## config.mk

```make
export PLATFORM = sky130hd
export DESIGN_NAME = dpwm_capture
export DESIGN_NICKNAME = d
export VERILOG_FILES = /design/src/rtl/dpwm_capture.sv
export SDC_FILE = /design/constraint.sdc
export NUM_CORES = 1
export LEC_CHECK = 0
export BUFFER_PORTS_ARGS = -buffer_cell sky130_fd_sc_hd__buf_2
export CORE_MARGIN = 3
export CORE_UTILIZATION = 53
export DETAILED_ROUTE_END_ITERATION = 10
export PLACE_DENSITY = 0.75
export REMOVE_ABC_BUFFERS = 1
export SLEW_MARGIN = 20
export SYNTH_ARGS = -nofsm -noshare
export SYNTH_HDL_FRONTEND = slang
export SYNTH_SLANG_ARGS = --single-unit
```

## constraint.sdc

```tcl
create_clock -name clk -period 4.51 [get_ports clk]
set_input_delay 0.902 -clock clk [delete_from_list [all_inputs] [get_ports clk]]
set_output_delay 0.902 -clock clk [all_outputs]
set_load 0.01 [all_outputs]
```

## src/rtl/dpwm_capture.sv

```systemverilog
// Per-cycle timing recovery for a complementary deadtime gate pair:
// high on-time, leading deadtime, low on-time, trailing deadtime and period.
module dpwm_capture #(
    parameter int unsigned CW      = 8,
    parameter int unsigned TIMEOUT = 200
) (
    input  logic          clk,
    input  logic          rst_n,
    input  logic          gate_high,
    input  logic          gate_low,
    input  logic          clr_flags,
    output logic [CW-1:0] t_high,
    output logic [CW-1:0] t_dt1,
    output logic [CW-1:0] t_low,
    output logic [CW-1:0] t_dt2,
    output logic [CW+1:0] t_period,
    output logic          meas_valid,
    output logic          flag_overlap,
    output logic          flag_seq_err,
    output logic          flag_timeout
);

    localparam int unsigned   PW      = CW + 2;
    localparam logic [CW-1:0] CNT_MAX = {CW{1'b1}};
    localparam logic [CW-1:0] TO_VAL  = CW'(TIMEOUT);
    localparam logic [CW-1:0] TO_PRE  = CW'(TIMEOUT - 1);

    typedef enum logic [2:0] {
        WAIT = 3'd0,
        HIGH = 3'd1,
        DT1  = 3'd2,
        LOW  = 3'd3,
        DT2  = 3'd4
    } state_t;

    state_t        state;
    state_t        state_nxt;
    logic          s_hi;
    logic          s_lo;
    logic          s_hi_d;
    logic [CW-1:0] cnt;
    logic [CW-1:0] cnt_nxt;
    logic [CW-1:0] w_high;
    logic [CW-1:0] w_dt1;
    logic [CW-1:0] w_low;

    logic          rise_c;
    logic          timeout_c;
    logic          done_c;
    logic          cap_high_c;
    logic          cap_dt1_c;
    logic          cap_low_c;
    logic          zero_dt1_c;
    logic          set_ovl_c;
    logic          set_seq_c;
    logic          set_to_c;
    logic [CW-1:0] c_dt1;
    logic [CW-1:0] c_low;
    logic [CW-1:0] c_dt2;

    // Input samples; high-side resets high so a gate already on at release is not a rise.
    always_ff @(posedge clk or negedge rst_n) begin
        if (!rst_n) begin
            s_hi   <= 1'b1;
            s_hi_d <= 1'b1;
            s_lo   <= 1'b0;
        end else begin
            s_hi   <= gate_high;
            s_hi_d <= s_hi;
            s_lo   <= gate_low;
        end
    end

    // State and phase counter register.
    always_ff @(posedge clk or negedge rst_n) begin
        if (!rst_n) begin
            state <= WAIT;
            cnt   <= '0;
        end else begin
            state <= state_nxt;
            cnt   <= cnt_nxt;
        end
    end

    // Sequencing, phase captures and fault detection.
    always_comb begin
        state_nxt  = state;
        cnt_nxt    = cnt;
        done_c     = 1'b0;
        cap_high_c = 1'b0;
        cap_dt1_c  = 1'b0;
        cap_low_c  = 1'b0;
        zero_dt1_c = 1'b0;
        set_ovl_c  = 1'b0;
        set_seq_c  = 1'b0;
        set_to_c   = 1'b0;
        c_dt1      = w_dt1;
        c_low      = w_low;
        c_dt2      = '0;
        rise_c     = s_hi && !s_hi_d;
        timeout_c  = (state != WAIT) && (cnt == TO_VAL);

        if (s_hi && s_lo) begin
            set_ovl_c = 1'b1;
            state_nxt = WAIT;
        end else if (timeout_c) begin
            set_to_c  = 1'b1;
            state_nxt = WAIT;
        end else begin
            case (state)
                WAIT: begin
                    if (rise_c && !s_lo) begin
                        state_nxt = HIGH;
                    end else if (cnt == TO_PRE) begin
                        set_to_c = 1'b1;
                    end
                end
                HIGH: begin
                    if (!s_hi) begin
                        cap_high_c = 1'b1;
                        if (s_lo) begin
                            zero_dt1_c = 1'b1;
                            state_nxt  = LOW;
                        end else begin
                            state_nxt  = DT1;
                        end
                    end
                end
                DT1: begin
                    if (s_lo) begin
                        cap_dt1_c = 1'b1;
                        state_nxt = LOW;
                    end else if (s_hi) begin
                        done_c    = 1'b1;
                        c_dt1     = cnt;
                        c_low     = '0;
                        state_nxt = HIGH;
                    end
                end
                LOW: begin
                    if (!s_lo) begin
                        if (s_hi) begin
                            done_c    = 1'b1;
                            c_low     = cnt;
                            state_nxt = HIGH;
                        end else begin
                            cap_low_c = 1'b1;
                            state_nxt = DT2;
                        end
                    end
                end
                DT2: begin
                    if (s_hi) begin
                        done_c    = 1'b1;
                        c_dt2     = cnt;
                        state_nxt = HIGH;
                    end else if (s_lo) begin
                        set_seq_c = 1'b1;
                        state_nxt = WAIT;
                    end
                end
                default: state_nxt = WAIT;
            endcase
        end

        // Idle WAIT parks at TIMEOUT; every phase saturates at the counter ceiling.
        if (state_nxt != state) begin
            cnt_nxt = CW'(1);
        end else if ((state == WAIT) && (cnt >= TO_VAL)) begin
            cnt_nxt = cnt;
        end else if (cnt != CNT_MAX) begin
            cnt_nxt = cnt + CW'(1);
        end
    end

    // Working captures for the cycle in progress.
    always_ff @(posedge clk or negedge rst_n) begin
        if (!rst_n) begin
            w_high <= '0;
            w_dt1  <= '0;
            w_low  <= '0;
        end else begin
            if (cap_high_c) begin
                w_high <= cnt;
            end
            if (zero_dt1_c) begin
                w_dt1 <= '0;
            end else if (cap_dt1_c) begin
                w_dt1 <= cnt;
            end
            if (cap_low_c) begin
                w_low <= cnt;
            end
        end
    end

    // Published measurement, updated atomically at cycle completion.
    always_ff @(posedge clk or negedge rst_n) begin
        if (!rst_n) begin
            t_high     <= '0;
            t_dt1      <= '0;
            t_low      <= '0;
            t_dt2      <= '0;
            t_period   <= '0;
            meas_valid <= 1'b0;
        end else begin
            meas_valid <= done_c;
            if (done_c) begin
                t_high   <= w_high;
                t_dt1    <= c_dt1;
                t_low    <= c_low;
                t_dt2    <= c_dt2;
                t_period <= PW'(w_high) + PW'(c_dt1) + PW'(c_low) + PW'(c_dt2);
            end
        end
    end

    // Sticky flags; a new fault wins over a simultaneous clear.
    always_ff @(posedge clk or negedge rst_n) begin
        if (!rst_n) begin
            flag_overlap <= 1'b0;
            flag_seq_err <= 1'b0;
            flag_timeout <= 1'b0;
        end else begin
            flag_overlap <= set_ovl_c | (flag_overlap & ~clr_flags);
            flag_seq_err <= set_seq_c | (flag_seq_err & ~clr_flags);
            flag_timeout <= set_to_c  | (flag_timeout & ~clr_flags);
        end
    end

endmodule

```

---- Word-level counts from Yosys, hierarchy flattened ----
Cells that the tools add are included.
cells by class
  $add $sub $neg .......................... 4
  magnitude comparators ................... 1
  equality and inequality tests ........... 9
  mux-type cells .......................... 63
  bitwise logic cells ..................... 7
  reductions and logical operators ........ 13
operator list
  cell                                           number
  two-way mux 8 bit                              20
  two-way mux 1 bit                              30
  two-way mux 3 bit                              10
  == test 8 bit, second input constant           2
  case mux 8 bit (2 select lines)                1
  case mux 3 bit (5 select lines)                1
  adder 10 x 8 -> 10 bit                         1
  adder 9 x 8 -> 10 bit                          1
  adder 8 x 8 -> 9 bit                           1
  adder 8 x 1 -> 8 bit, second input constant    1
  >= comparator 8 bit, second input constant     1
  != test 8 bit, second input constant           1
  == test 3 x 2 -> 1 bit, second input constant  2
  logical AND 1 bit                              5
  nonzero test 2 bit                             2
  AND 1 bit                                      3
  == test 3 x 1 -> 1 bit, second input constant  1
  == test 3 bit, second input constant           1
  zero test 3 bit                                1
  != test 3 bit                                  1
  OR 1 bit                                       3
  nonzero test 3 bit                             1
  zero test 1 bit                                2
  != test 2 bit, second input constant           1
  4 further kinds                                4
storage, ports and cells
  register bits ........................... 84
  bits of input ports ..................... 5

---- Logic depth before layout (Yosys ltp) ----
Gate-level depths: netlist of run 1.
  depth after elaboration ................. 10
  mapped depth ............................ 18

---- Least setup slack after synthesis of run 1 ----
OpenSTA, ideal clock, no wires.
  path kind ............................... reg2reg
  start ................................... register cnt[0]
  end ..................................... register t_period[9]
  library setup time ...................... 0.136 ns
  arrival time ............................ 4.438 ns
  data required time ...................... 4.374 ns
  slack ................................... -0.064 ns
  stages on the path, launching flop included .. 18
  path buffers ............................ 2
  period minus slack after synthesis ...... 4.574 ns
  cell sequence ........................... dfrtp_1 -> clkbuf_1 -> inv_1 -> ha_1 -> nand3b_1 -> o21ai_2 -> or3_1 -> buf_6 -> mux2_4 -> fa_1 -> fa_1 -> ha_1 -> fa_1 -> a211oi_1 -> o21bai_1 -> a21o_1 -> a2111oi_0 -> nor3_1
on the way
  elaborated cells on any way between the ends .. 21
  classes of those cells .................. add/sub (3); eq/ne (1); mux (16); reduce/logical (1)
RTL lines
  element                   line  RTL
  start: declaration        41    logic [CW-1:0] cnt;
  start signal: assignment  81    cnt <= cnt_nxt;
  == test 8 bit             101   timeout_c = (state != WAIT) && (cnt == TO_VAL);
  logical AND 1 bit         101
  two-way mux 8 bit         106   end else if (timeout_c) begin
  two-way mux 8 bit         103   if (s_hi && s_lo) begin
  via c_dt1[1]              57    logic [CW-1:0] c_dt1;
  adder 8 x 8 -> 9 bit      213   t_period <= PW'(w_high) + PW'(c_dt1) + PW'(c_low) + PW'(c_dt2);
  adder 9 x 8 -> 10 bit     213
  adder 10 x 8 -> 10 bit    213
  end signal: assignment    213
  end: declaration          16    output logic [CW+1:0] t_period,
The timed path passes the listed nets, and every way through them passes these cells.
A chain may end at the register's enable or synchronous reset.

---- Worst setup path in the final report of run 1 ----
  start ................................... register s_hi
  end ..................................... register t_period[9]
on the way
  cells in the longest elaborated chain, start to end .. 8
  elaborated cells on any way between the ends .. 25
  classes of those cells .................. add/sub (3); mux (21); reduce/logical (1)
RTL lines
  element                   line  RTL
  start: declaration        38    logic s_hi;
  start signal: assignment  68    s_hi <= gate_high;
  two-way mux 8 bit         133   end else if (s_hi) begin
  two-way mux 8 bit         130   if (s_lo) begin
  two-way mux 8 bit         110   case (state)
  two-way mux 8 bit         106
  two-way mux 8 bit *       103
  via c_dt1[3]              57
  adder 8 x 8 -> 9 bit *    213
  adder 9 x 8 -> 10 bit *   213
  adder 10 x 8 -> 10 bit *  213
The timed path passes the listed nets; every way through them passes the cells marked *.

==> results.toml, run 1 <==
[run_status]
run_status = "finished clean"

[floorplanning]
core_area_um2 = 8300
placementRows = 33
io-pin-count = 51
die-height_um = 99.0
die_area_um2 = 9810
initial_core_util_pct = 55.3
die_w_um = 99.0

[synthesis]
synth_seq_cells = 84
ys.flop_type = "dfrtp_1"
synth-seq-area-share_pct = 45.9
syn-mean-instance-area_um2 = 10.6
netlist-cell-type-count = 59
synth_async_sr_flop_share_pct = 100
yosys_warnings = 0
synthesis.area_um2 = 4590
synthesis.instances = 431
synth_enable_flop_cells = 0

[worst_setup_path]
delay_heaviest_family_cp = "adder cells"
startpoint_type = "flip-flop"
critPathRequiredTime_ps = 4750
timing.critical_path.arrival_ps = 4550
r2r_setup_slack_ps = 210
critPathKind = "reg2reg"
reg2reg_depth = 15
timing.rr.start = "s_hi"
critPathCaptureType = "flip-flop"
cpPeakStageDelay_ps = 610
buffers_and_inverters_on_the_worst_path = 3
worst_path_max_delay_cell = "dfstp_2"
path_cells = "and2b_1 > o21ai_2 > or3_4 > buf_4 > mux2_4 > fa_1 > inv_1 > fa_1 > inv_1 > ha_1 > a211oi_2 > o21bai_1 > a21o_1 > a2111oi_1 > nor3_1"
crit-reg2reg-capture = "t_period[9]"
cp_max_fo = 9

[detailed_routing]
route.final.wire_length_mm = 9.84
route.detailed.drc = 0
vias = 3321
post_drt_wl_per_cell_um = 16.3
firstDrtPassIters = 4
drt_iter0_markers = 129
final_antenna_net_count = 0
via_per_inst = 5.51

[power_and_ir_drop]
relative_contribution_of_the_clock_network_to_total_power_pct = 24.1
power_density_nw_per_um2 = 385
net-switching-power_uw = 697
power_report.internal_total_uw = 1320
peakVddDrop_v = 0.000215
totalPowerFinal_uw = 2010
comb_power_share_pct = 29.8
p_seq_share_pct = 46.1
leakage_uw = 0.00284
power_switching_share_pct = 34.6

[timing]
fin_crit_sh_pct = 95.4
finClkSkew_ps = 11.4
whs_ps = 421
report.final.slew_viol_count = 0
max_freq_ghz = 0.232
endpoints_failing_setup = 0
grt_setup_unrepaired = "false"
hold_viol_final = 0
final_period_minus_worst_setup_slack_ps = 4300
final_layout_setup_total_negative_slack_ps = 0
slew_margin_rel_pct = 41.8
tightestPinTransition_ps = 866

[cells_and_area]
fin_area_um2 = 5230
finish.net_count = 525
antenna_cells_inserted = 0
post_route_cells_drive_above_1_share_pct = 26.3
area.growth.synth_to_final_pct = 14.0

[clocking]
clock_tree.root_cell = "clkbuf_8"
cts_made_buffers = 9
cts.sinks = 84
cts_tree = "built"
htreeDepth = 3
path_clk_slew_ps = 90
post-cts-setup-buffer-count = 0
clock_tree.buffer_depth = 2
clock_latency_ps = 360

[grt]
globalRouteTotalUtil_pct = 21.3
first_pass_grt_wire_length_mm = 16.6
grt_max_degree = 85
first_global_vias = 3368
antenna_found_initial = 0
globalRouteOverflowTotal = 0

[min_path]
worst_hold_path.num_cells = 0
min_to = "s_hi_d"
min-delay-path-class = "reg2reg"
worstHoldStart = "s_hi"

[placed_design]
postPlaceCellArea_um2 = 5040
place_hpwl_mm = 7.13
gpl.final_weighted_congestion = 0.946
io_buffer_count = 50

[flow_run]
drv_cap = 0
## worst max path at each step
| stage | startpoint | to | slack, ps | cells after the start |
|---|---|---|---|---|
| after floorplan | cnt[0] | t_period[9] | -30 | 15 |
| after global placement | s_hi | t_period[9] | 170 | 13 |
| after global routing | s_hi | t_period[9] | 6 | 15 |
| final | s_hi | t_period[9] | 210 | 15 |
| after CTS | s_hi | t_period[9] | 40 | 13 |
| after detailed placement | s_hi | t_period[9] | 30 | 13 |
## flip-flops by register name, summed over array words and instances, names as in the netlist
signal and count:
t_high 8, t_period 10, w_low 8, t_dt1 8
s_hi_d 1, t_dt2 8, meas_valid 1, cnt 8
state 3, w_high 8, s_hi 1, flag_overlap 1
s_lo 1, flag_seq_err 1, flag_timeout 1, t_low 8
w_dt1 8
## layout make-up
cell class | count | area (um^2)
fillers | 674 | 3070
well taps | 105 | 131
repair buffers | 73 | 429
multi-input cells | 291 | 2260
clock buffers | 9 | 124
flip-flops and latches | 84 | 2100
clock inverters | 7 | 51.3
inverters | 34 | 128
## what timing repair did
action | in CTS | in global routing
hold buffers | 0 | 0
gates resized for setup | 0 | 3
endpoints found under the setup margin | 0 | 1
## placed cells by master (no fill, tap or decap), drive strengths merged, types with 3 or more instances in the layout
master / instances
nand2: 69
nand2b: 4
a21o: 6
buf: 73
fa: 16
nand3: 6
or3: 5
a21oi: 9
o21ai: 25
nor3b: 3
inv: 35
nor3: 16
nand3b: 3
ha: 11
xor2: 4
dfrtp: 82
nor2: 18
a22o: 6
mux2: 33
a211oi: 3
clkinv: 4
xnor2: 6
clkbuf: 9
mux2i: 12
or2: 4
## logic make-up (layout without fill, tap and decap cells)
kind of cell               after synthesis  in the layout  synth area share (%)
and+or+nand+nor                        142            142                  15.5
buffers and inverters                   56            123                  5.35
xor gates and xnor gates                10             10                  1.91
AOI/OAI and AO/OA                       67             67                  9.79
adders and majority gates               27             27                  9.98
DFF                                     84             84                  45.9
muxes                                   45             45                  11.6
## power by group through the flow
stage	sequential [uW]	combinational, uW	clock [uW]
2_1_floorplan	978	338	0
3_3_place_gp	937	578	0
3_5_place_dp	944	600	0
4_1_cts	929	602	498
5_1_grt	944	687	537
6_report	928	599	486
## Yosys cell counts, drive strengths merged, types with 9 or more instances
cell | number | share of area (%)
dfrtp | 82 | 45
nand2 | 69 | 5.6
inv | 34 | 2.8
mux2 | 33 | 9.0
o21ai | 25 | 2.8
nor2 | 18 | 1.5
fa | 16 | 7.0
nor3 | 16 | 2.2
clkbuf | 13 | 1.1
mux2i | 12 | 2.6
ha | 11 | 3.0
a21oi | 9 | 0.98
buf | 9 | 1.5
## layer usage
| layer | up-vias | GRT usage, % | wire, um |
|---|---|---|---|
| met1 | 1634 | 28.6 | 4370 |
| met2 | 82 | 34.3 | 4730 |
| met4 | 0 | 7.46 | 201 |
| met3 | 17 | 4.60 | 534 |
| li1 | 1588 | - | - |
| met5 | - | 0 | 0 |
## stage by stage
| step | cells | setup slack [ps] | utilization, % |
|---|---|---|---|
| after CTS | 603 | 42.2 | 62.8 |
| after global routing | 603 | 6.43 | 63.0 |
| after global placement | 587 | 166 | 60.7 |
| final | 603 | 207 | 63.0 |
| after floorplan | 409 | -27.9 | - |
| after detailed placement | 587 | 33.5 | 60.7 |
(Power assumes the default switching activity.)
==> run 2: changes to the inputs <==
--- a/config.mk
+++ b/config.mk
@@ -6,6 +6,7 @@
 export NUM_CORES = 1
 export LEC_CHECK = 0
 export BUFFER_PORTS_ARGS = -buffer_cell sky130_fd_sc_hd__buf_2
+export CORE_ASPECT_RATIO = 0.6
 export CORE_MARGIN = 3
 export CORE_UTILIZATION = 53
 export DETAILED_ROUTE_END_ITERATION = 10
==> results.toml, run 2 (synthesized netlist as in run 1, its figures left out) <==
[floorplanning]
core_area_um2 = 8130
die_area_um2 = 9840
initial_core_util_pct = 56.4
die_w_um = 126
placementRows = 25
die-height_um = 78.1
io-pin-count = 51

[clocking]
clock_tree.buffer_depth = 2
clock_latency_ps = 340
cts.sinks = 84
path_clk_slew_ps = 60
htreeDepth = 3
post-cts-setup-buffer-count = 0
cts_tree = "built"
cts_made_buffers = 9
clock_tree.root_cell = "clkbuf_16"

[cells_and_area]
area.growth.synth_to_final_pct = 18.2
finish.net_count = 530
mostFrequentLayoutCell = "dfrtp_1"
most-common-layout-cells = "dfrtp_1, nand2_1, buf_2, inv_1, buf_4"
post_route_cells_drive_above_1_share_pct = 27.0
top_register = "t_period"
finalNonFillerCells = 611
antenna_cells_inserted = 0
fill_cells = 641
fin_area_um2 = 5420
largest_reg_flops = 10

[worst_setup_path]
startpoint_type = "flip-flop"
path_cells = "and2b_1 > o21ai_2 > or3_4 > mux2_4 > fa_1 > fa_1 > ha_1 > fa_2 > a211oi_2 > o21bai_1 > a21o_1 > a2111oi_2 > nor3_1"
critPathKind = "reg2reg"
worst_path_max_delay_cell = "dfstp_2"
delay_heaviest_family_cp = "adder cells"
cp_max_fo = 9
critPathRequiredTime_ps = 4730
cpPeakStageDelay_ps = 600
cpMostUsedCell = "fa_1"
critPathCaptureType = "flip-flop"
timing.critical_path.arrival_ps = 4550
buffers_and_inverters_on_the_worst_path = 0

[power_and_ir_drop]
leakage_uw = 0.00293
totalPowerFinal_uw = 2350
power_density_nw_per_um2 = 434
peakVddDrop_v = 0.000222

[timing]
finClkSkew_ps = 5.16
report.final.slew_viol_count = 0
max_freq_ghz = 0.231
slew_margin_rel_pct = 40.5
fin_crit_sh_pct = 95.9
tightestPinTransition_ps = 885
final_layout_setup_total_negative_slack_ps = 0
endpoints_failing_setup = 0
hold_viol_final = 0
final_period_minus_worst_setup_slack_ps = 4330

[detailed_routing]
top_layer_used = "met4"
final_antenna_net_count = 0
wl_met3_um = 680
vias = 3419
dr_wl_met2_mm = 4.53
wl_met1_mm = 5.08
via_per_inst = 5.60
route.detailed.drc = 0
firstDrtPassIters = 4
drt_iter0_markers = 166
route.final.wire_length_mm = 10.4
post_drt_wl_per_cell_um = 17.1

[grt]
antenna_found_initial = 0
first_global_vias = 3558
globalRouteTotalUtil_pct = 23.5
globalRouteOverflowTotal = 0
grt_max_degree = 85
first_pass_grt_wire_length_mm = 18.2

[placed_design]
dp.cells = 595
io_buffer_count = 50
place_hpwl_mm = 7.57
gpl.final_weighted_congestion = 0.884
postPlaceCellArea_um2 = 5080

[flow_run]
drv_cap = 0

[run_status]
run_status = "finished clean"

[min_path]
min-delay-path-class = "reg2reg"
==> run 2: layout make-up <==
type	instances	area [um^2]	share of cell area, %
Sequential cell	84	2100	38.8
Timing Repair Buffer	78	467	8.61
Multi-Input combinational cell	291	2270	41.8
Clock buffer	12	246	4.55
Inverter	34	128	2.35
Clock inverter	4	72.6	1.34
Tap cell	108	135	2.49
==> run 2: routing by layer <==
layer	vias up	GRT usage, %
met4	0	6.10
met1	1704	34.5
li1	1608	-
met5	-	0
met3	14	5.91
met2	93	35.2
==> run 2: final timing paths <==
kind,start,cells past startpoint,end,slack [ps]
max,s_hi,13,t_period[9],180
min,s_hi,0,s_hi_d,420
max reg2reg,s_hi,13,t_period[9],180
min reg2reg,s_hi,0,s_hi_d,420
max in group asynchronous,rst_n,1,cnt[4],3390
min in group asynchronous,rst_n,1,t_dt2[0],580
==> run 2: repair_timing <==
action,in CTS,in global routing
hold buffers,0,0
pin swaps,0,1
gates cloned,0,0
resized for setup,1,6
setup endpoints to repair,1,3
==> run 2: report_power, final <==
part	internal (uW)	switching [uW]	total (uW)
Combinational	275	360	635
Clock	499	289	788
Sequential	860	70.4	930
Total	1630	719	2350
==> run 2: stage by stage <==
| stage | utilization [%] | setup slack, ps | hold WS (ps) |
|---|---|---|---|
| 3_5_place_dp | 62.4 | -19.2 | 411 |
| 4_1_cts | 66.4 | 59.8 | 417 |
| 3_3_place_gp | 62.4 | 86.9 | 400 |
| 6_report | 66.6 | 184 | 417 |
| 5_1_grt | 66.6 | -34.4 | 427 |
| 2_1_floorplan | - | -27.9 | 391 |
==> run 3: changes to the inputs <==
--- a/config.mk
+++ b/config.mk
@@ -8,9 +8,9 @@
 export BUFFER_PORTS_ARGS = -buffer_cell sky130_fd_sc_hd__buf_2
 export CORE_ASPECT_RATIO = 0.6
 export CORE_MARGIN = 3
-export CORE_UTILIZATION = 53
+export CORE_UTILIZATION = 45
 export DETAILED_ROUTE_END_ITERATION = 10
-export PLACE_DENSITY = 0.75
+export PLACE_DENSITY = 0.65
 export REMOVE_ABC_BUFFERS = 1
 export SLEW_MARGIN = 20
 export SYNTH_ARGS = -nofsm -noshare
==> results.toml, run 3 (synthesized netlist as in run 1, its figures left out) <==
[timing]
endpoints_failing_setup = 0
fin_crit_sh_pct = 95.9
final_period_minus_worst_setup_slack_ps = 4330
tightestPinTransition_ps = 801
max_freq_ghz = 0.231
finClkSkew_ps = 7.95
report.final.slew_viol_count = 0
final_layout_setup_total_negative_slack_ps = 0
slew_margin_rel_pct = 46.1
hold_viol_final = 0

[floorplanning]
core_area_um2 = 9530
initial_core_util_pct = 48.1
die_w_um = 136
die-height_um = 84.2
die_area_um2 = 11500
placementRows = 27
io-pin-count = 51

[worst_setup_path]
worst_path_max_delay_cell = "dfstp_2"
critPathCaptureType = "flip-flop"
cp_max_fo = 9
path_cells = "and2b_1 > o21ai_2 > or3_1 > buf_4 > mux2_4 > fa_1 > inv_1 > fa_1 > inv_1 > ha_1 > a211oi_2 > o21bai_1 > a21o_1 > a2111oi_2 > nor3_1"
buffers_and_inverters_on_the_worst_path = 3
timing.critical_path.arrival_ps = 4540
delay_heaviest_family_cp = "adder cells"
critPathRequiredTime_ps = 4720
startpoint_type = "flip-flop"
cpPeakStageDelay_ps = 590
critPathKind = "reg2reg"

[detailed_routing]
drt_iter0_markers = 248
route.detailed.drc = 0
dr_wl_met2_mm = 4.09
wl_met3_um = 741
vias = 3336
route.final.wire_length_mm = 10.3
final_antenna_net_count = 0
wl_met1_mm = 5.41
firstDrtPassIters = 4
top_layer_used = "met4"
via_per_inst = 5.30
post_drt_wl_per_cell_um = 16.4

[power_and_ir_drop]
comb_power_share_pct = 27.5
peakVddDrop_v = 0.000219
power_report.internal_total_uw = 1550
relative_contribution_of_the_clock_network_to_total_power_pct = 31.4
power_density_nw_per_um2 = 418
p_seq_share_pct = 41.2
net-switching-power_uw = 702
leakage_uw = 0.00291
power_switching_share_pct = 31.1

[flow_run]
drv_cap = 0

[grt]
first_pass_grt_wire_length_mm = 17.7
globalRouteTotalUtil_pct = 19.7
grt_max_degree = 85
first_global_vias = 3333
globalRouteOverflowTotal = 0
antenna_found_initial = 0

[min_path]
min-delay-path-class = "reg2reg"

[clocking]
cts_made_buffers = 9
htreeDepth = 3
clock_latency_ps = 340
clock_tree.root_cell = "clkbuf_16"
path_clk_slew_ps = 60
clock_tree.buffer_depth = 2
cts_tree = "built"
cts.sinks = 84

[run_status]
run_status = "finished clean"

[cells_and_area]
fin_area_um2 = 5400
finish.net_count = 528
top_register = "t_period"
largest_reg_flops = 10
postLayoutCoreUtil_pct = 56.7
post_route_cells_drive_above_1_share_pct = 26.8
most-common-layout-cells = "dfrtp_1, nand2_1, buf_2, inv_1, buf_4"
mostFrequentLayoutCell = "dfrtp_1"
antenna_cells_inserted = 0
area.growth.synth_to_final_pct = 17.8

[placed_design]
postPlaceCellArea_um2 = 5080
gpl.final_weighted_congestion = 0.897
place_hpwl_mm = 7.51
io_buffer_count = 50
==> run 3: cell types whose count changed in the layout (fill, tap and decap cells not counted), sizes merged <==
cell,before,now
buf,78,76
bufinv,2,0
clkbuf,12,14
clkinvlp,1,0
==> run 3: metal layers <==
layer  vias up  global-route usage [%]
li1       1605                       -
met1      1646                    31.0
met2        74                    25.9
met3        11                    6.17
met4         0                    5.12
met5         -                       0
==> run 3: through the flow <==
stage / hold WS, ps / std cells / power (uW) / setup slack [ps]
detailed placement: 403 / 614 / 1560 / 108
floorplan: 391 / 409 / 1320 / -27.9
global placement: 399 / 614 / 1540 / 140
global route: 418 / 630 / 2430 / -7.07
CTS: 412 / 629 / 2270 / 81.5
finish: 411 / 630 / 2260 / 184
==> run 3: worst register-to-register path, delay by kind of cell, from the launching register on <==
kind,cells,cell delay [ps]
compound gates,5,1010
fa+ha+maj,3,1330
buf+inv,3,310
flops,1,590
mux,1,320
simple gates,3,650
==> run 3: final cells by class <==
class / count / area, um^2
Tap cell: 130 / 163
Clock buffer: 14 / 284
Clock inverter: 1 / 5.00
Inverter: 34 / 128
Sequential cell: 84 / 2100
Timing Repair Buffer: 76 / 452
Multi-Input combinational cell: 291 / 2270
Fill cell: 844 / 4120
==> run 3: power by group through the flow <==
stage | logic [uW] | registers, uW | clock network (uW)
floorplan | 338 | 978 | 0
global placement | 602 | 942 | 0
detailed placement | 615 | 942 | 0
CTS | 621 | 929 | 725
global route | 710 | 943 | 773
finish | 620 | 929 | 708
==> run 3: path summary, 6_finish.rpt <==
path                            startpoint           to  slack (ps)  cells past startpoint
worst max-delay path                  s_hi  t_period[9]         180                     15
worst min-delay path                  s_hi       s_hi_d         410                      0
worst max register to register        s_hi  t_period[9]         180                     15
worst min register to register        s_hi       s_hi_d         410                      0
max in group asynchronous            rst_n       cnt[4]        3350                      1
min in group asynchronous            rst_n     t_dt2[1]         590                      1
==> run 3: repair_timing <==
| action | CTS | global route |
|---|---|---|
| endpoints found under the setup margin | 0 | 1 |
| hold buffers | 0 | 0 |
| gates resized for setup | 0 | 5 |
| setup buffers | 0 | 1 |
